--- src/rtl/counter_pkg.sv ---
// Shared sizing for the free-running counter.
// Users of tc size their loops from these values.
package counter_pkg;

  localparam int COUNTER_WIDTH = 5;

  function automatic int counter_terminal(input int width);
    return (2 ** width) - 1;
  endfunction

  localparam int COUNTER_TERMINAL = counter_terminal(COUNTER_WIDTH);

endpackage

--- src/rtl/counter.sv ---
// Free-running up-counter, 0..TERMINAL then wrap.
// tc flags the last state of each pass.
module counter
  import counter_pkg::*;
#(
  parameter int WIDTH    = COUNTER_WIDTH,
  parameter int TERMINAL = counter_terminal(WIDTH)
) (
  input  logic             clk,
  input  logic             rst,
  output logic [WIDTH-1:0] count,
  output logic             tc
);

  if (TERMINAL < 1 || TERMINAL >= (2 ** WIDTH)) begin : g_bad_terminal
    $error("counter: TERMINAL out of range 1..2**WIDTH-1");
  end

  localparam logic [WIDTH-1:0] TERM_V = TERMINAL[WIDTH-1:0];

  // Power-up value keeps count and tc defined before the first reset.
  logic [WIDTH-1:0] count_q = '0;
  logic             at_term;

  assign at_term = (count_q == TERM_V);

  always_ff @(posedge clk) begin
    if (rst) begin
      count_q <= '0;
    end else if (at_term) begin
      count_q <= '0;
    end else begin
      count_q <= count_q + 1'b1;
    end
  end

  assign count = count_q;
  assign tc    = at_term;

`ifndef SYNTHESIS
  always @(posedge clk) begin
    assert (tc == (count == TERM_V))
      else $error("counter: tc inconsistent with count");
    assert (count <= TERM_V)
      else $error("counter: count above TERMINAL");
  end
`endif

endmodule

--- config.mk ---
export PLATFORM = sky130hd
export DESIGN_NAME = counter
export DESIGN_NICKNAME = d
export VERILOG_FILES = /design/src/rtl/counter_pkg.sv /design/src/rtl/counter.sv
export SDC_FILE = /design/constraint.sdc
export NUM_CORES = 1
export LEC_CHECK = 0
export CAP_MARGIN = 20
export CELL_PAD_IN_SITES_DETAIL_PLACEMENT = 0
export CELL_PAD_IN_SITES_GLOBAL_PLACEMENT = 1
export CORE_AREA = 2 2 39 41
export CTS_CLUSTER_SIZE = 12
export DETAILED_ROUTE_END_ITERATION = 8
export DIE_AREA = 0 0 41 43
export PLACE_DENSITY = 0.56
export SKIP_CTS_REPAIR_TIMING = 1
export SYNTH_ARGS = -nofsm -noshare
export SYNTH_HDL_FRONTEND = slang
export SYNTH_SLANG_ARGS = --single-unit
--- constraint.sdc ---
create_clock -name clk -period 1.3 [get_ports clk]
set_input_delay 0.195 -clock clk [delete_from_list [all_inputs] [get_ports clk]]
set_output_delay 0.195 -clock clk [all_outputs]
set_load 0.01 [all_outputs]
==> impl_metrics.toml <==
[die]
die_w_um = 41
core_area_mm2 = 0.00138
rows = 14
die-area_mm2 = 0.00176
die_h_um = 43
initial_core_util = 0.147
ios = 8

[setup_path]
r2r_start = "count[1]"
crit_type = "reg -> out"
required_ns = 1.11
ff2ff_setup_slack_ns = -0.01
cp-end-kind = "output pin"
reg2regPathDepth = 6
r2r_end = "count[3]"
crit_start = "count[0]"
start_kind = "register"
crit_arrival_ns = 1.15
critPathMaxFanout = 2

[place]
gp_congestion = 0.662
port-buffer-count = 7
dpl.hpwl_um = 372
dpl_worst_slack_ns = -0.188
dp.cells = 47

[finish]
fin_nets = 40
largest_reg_flops = 5
drive_gt1_frac = 0.571
largest-register = "count"
num_antenna_cells = 0
postLayoutCoreUtil = 0.309
syn2layout_area_growth_pct = 110
fin_cells = 51
top_regs = "count x5"

[clock_tree]
cts-root-buf = "clkbuf_4"
cts.htree.levels = 1
path_clk_slew_ns = 0.04
numCtsBuffers = 3
tritoncts = "yes"
clock_latency_ns = 0.24
cts_sinks = 5
clk_path_buf_depth = 2

[timing]
tightest_slew_ns = 0.164
slew_headroom = 0.890
max_freq_ghz = 0.744
fin_ws_ns = -0.0440
worst_hold_slack_ns = 0.546
layout_min_cycle_time_ns = 1.34
setup_viol = 2
tns_ns = -0.0564
drv_slew = 0
hold_violations = 0
skew_ns = 0.00406
rsz0062_at_grt = "true"
period_share = 1.03

[power_and_ir_drop]
power_density_mw_per_mm2 = 955
max-vdd-ir-drop_mv = 0.411
clkPwrFrac = 0.442
cellLeakagePower_nw = 0.249
p_int_uw = 315
switching_share = 0.229
power.switching_uw = 93.5
power_frac_seq = 0.413
combinationalPowerShare = 0.144

[global_route]
antenna_found_initial = 0
grt_pass1_vias = 215
grt_pass1_wl_um = 786
track_usage = 0.0734
grt_max_degree = 7
grt_overflow = 0

[synthesis]
ys_top_cells_by_count = "dfxtp_1, nor3_1, nor3b_1"
synthAdderAreaFrac = 0.123
syn_nets = 21
netlist_instances = 17
synth-compound-area-share = 0
synth_top_area_cell = "dfxtp_1"
synth-xor-area-share = 0.0429
ys_warn_count = 0
ys_seq_elements = 5
synth-async-reset-ratio = 0
synth_top_family_by_area = "simple AND/OR/NAND/NOR gates"
ys.flop_type = "dfxtp_1"
netlist.area_leader.share = 0.491
synthMuxAreaShare = 0.0736
synth_seq_area_share = 0.491
netlist_area_um2 = 204
syn_avg_cell_area_um2 = 12.0
synth.most_common_cell = "dfxtp_1"
synth-edff-count = 0
synth_area_leaders = "dfxtp_1, ha_1, nor3b_1, nor3_1, mux2_4"
synthSimpleGateAreaFrac = 0.270
synth_cell_type_count = 8

[run_status]
violations = "setup timing"
status = "complete, but fails checks"

[flow_run]
drv_cap = 0

[routing]
wirelength_um = 506
avgRoutedWirePerCell_um = 9.92
viasPerCell = 3.92
vias = 200
detail-route-antenna-nets = 0
drtPass1Iterations = 2
drcViolationCount = 0
drtIter0Drc = 1

[min_path]
hold_path_end = "count[0]"
holdPathStages = 2
hold_start = "count[0]"
hold_path_class = "reg -> reg"
per-layer routing:
layer | global-route usage | routed length, um | vias up
met5 | 0 | 0 | -
met4 | 0.100 | 15 | 0
met3 | 0.0157 | 32 | 2
met2 | 0.100 | 246 | 9
met1 | 0.0742 | 212 | 91
li1 | - | - | 98
placed cells by master, fill, tap and decap left out, types with 2 or more instances in the layout:
cell	netlist	routed
buf_4	0	6
clkbuf_4	0	3
dfxtp_1	5	3
dlymetal6s2s_1	0	5
ha_4	0	2
nor3_1	3	2
nor3b_1	3	2
worst max path at each step:
| stage | endpoint | cells past startpoint |
|---|---|---|
| after floorplan | count[3] | 5 |
| after global placement | tc | 4 |
| after detailed placement | tc | 4 |
| after CTS | tc | 4 |
| after global routing | tc | 4 |
| final | tc | 4 |
cell families (layout without fill, tap and decap cells):
family | Yosys count | in the layout
adder cells (fa/ha/maj) | 2 | 2
multiplexers | 1 | 1
buffers and inverters | 0 | 18
AND/OR/NAND/NOR | 8 | 8
flip-flops | 5 | 5
XOR/XNOR | 1 | 1
worst max-delay path: stages, from the launching register on:
cell and delay [ns]:
dfxtp_4 0.34, ha_4 0.15, and3_4 0.14, ha_4 0.16, clkbuf_2 0.12
metrics by stage:
stage	power (mW)	instance area, um2
after floorplan	0.192	234
after global placement	0.230	377
after CTS	0.421	403
final	0.409	428
after global routing	0.437	428
after detailed placement	0.232	377
cell type report:
| class | instances | area, um2 |
|---|---|---|
| clock buffers | 4 | 26.3 |
| fillers | 149 | 956 |
| multi-input cells | 12 | 143 |
| flip-flops and latches | 5 | 105 |
| well taps | 16 | 20.0 |
| repair buffers | 14 | 134 |
power groups by stage:
stage	Sequential (mW)	Combinational, mW	Clock (mW)
after floorplan	0.179	0.0132	0
after global placement	0.171	0.0591	0
after detailed placement	0.172	0.0605	0
after CTS	0.169	0.0614	0.191
after global routing	0.169	0.0652	0.202
final	0.169	0.0590	0.181
Power figures use the tool's default switching activity.
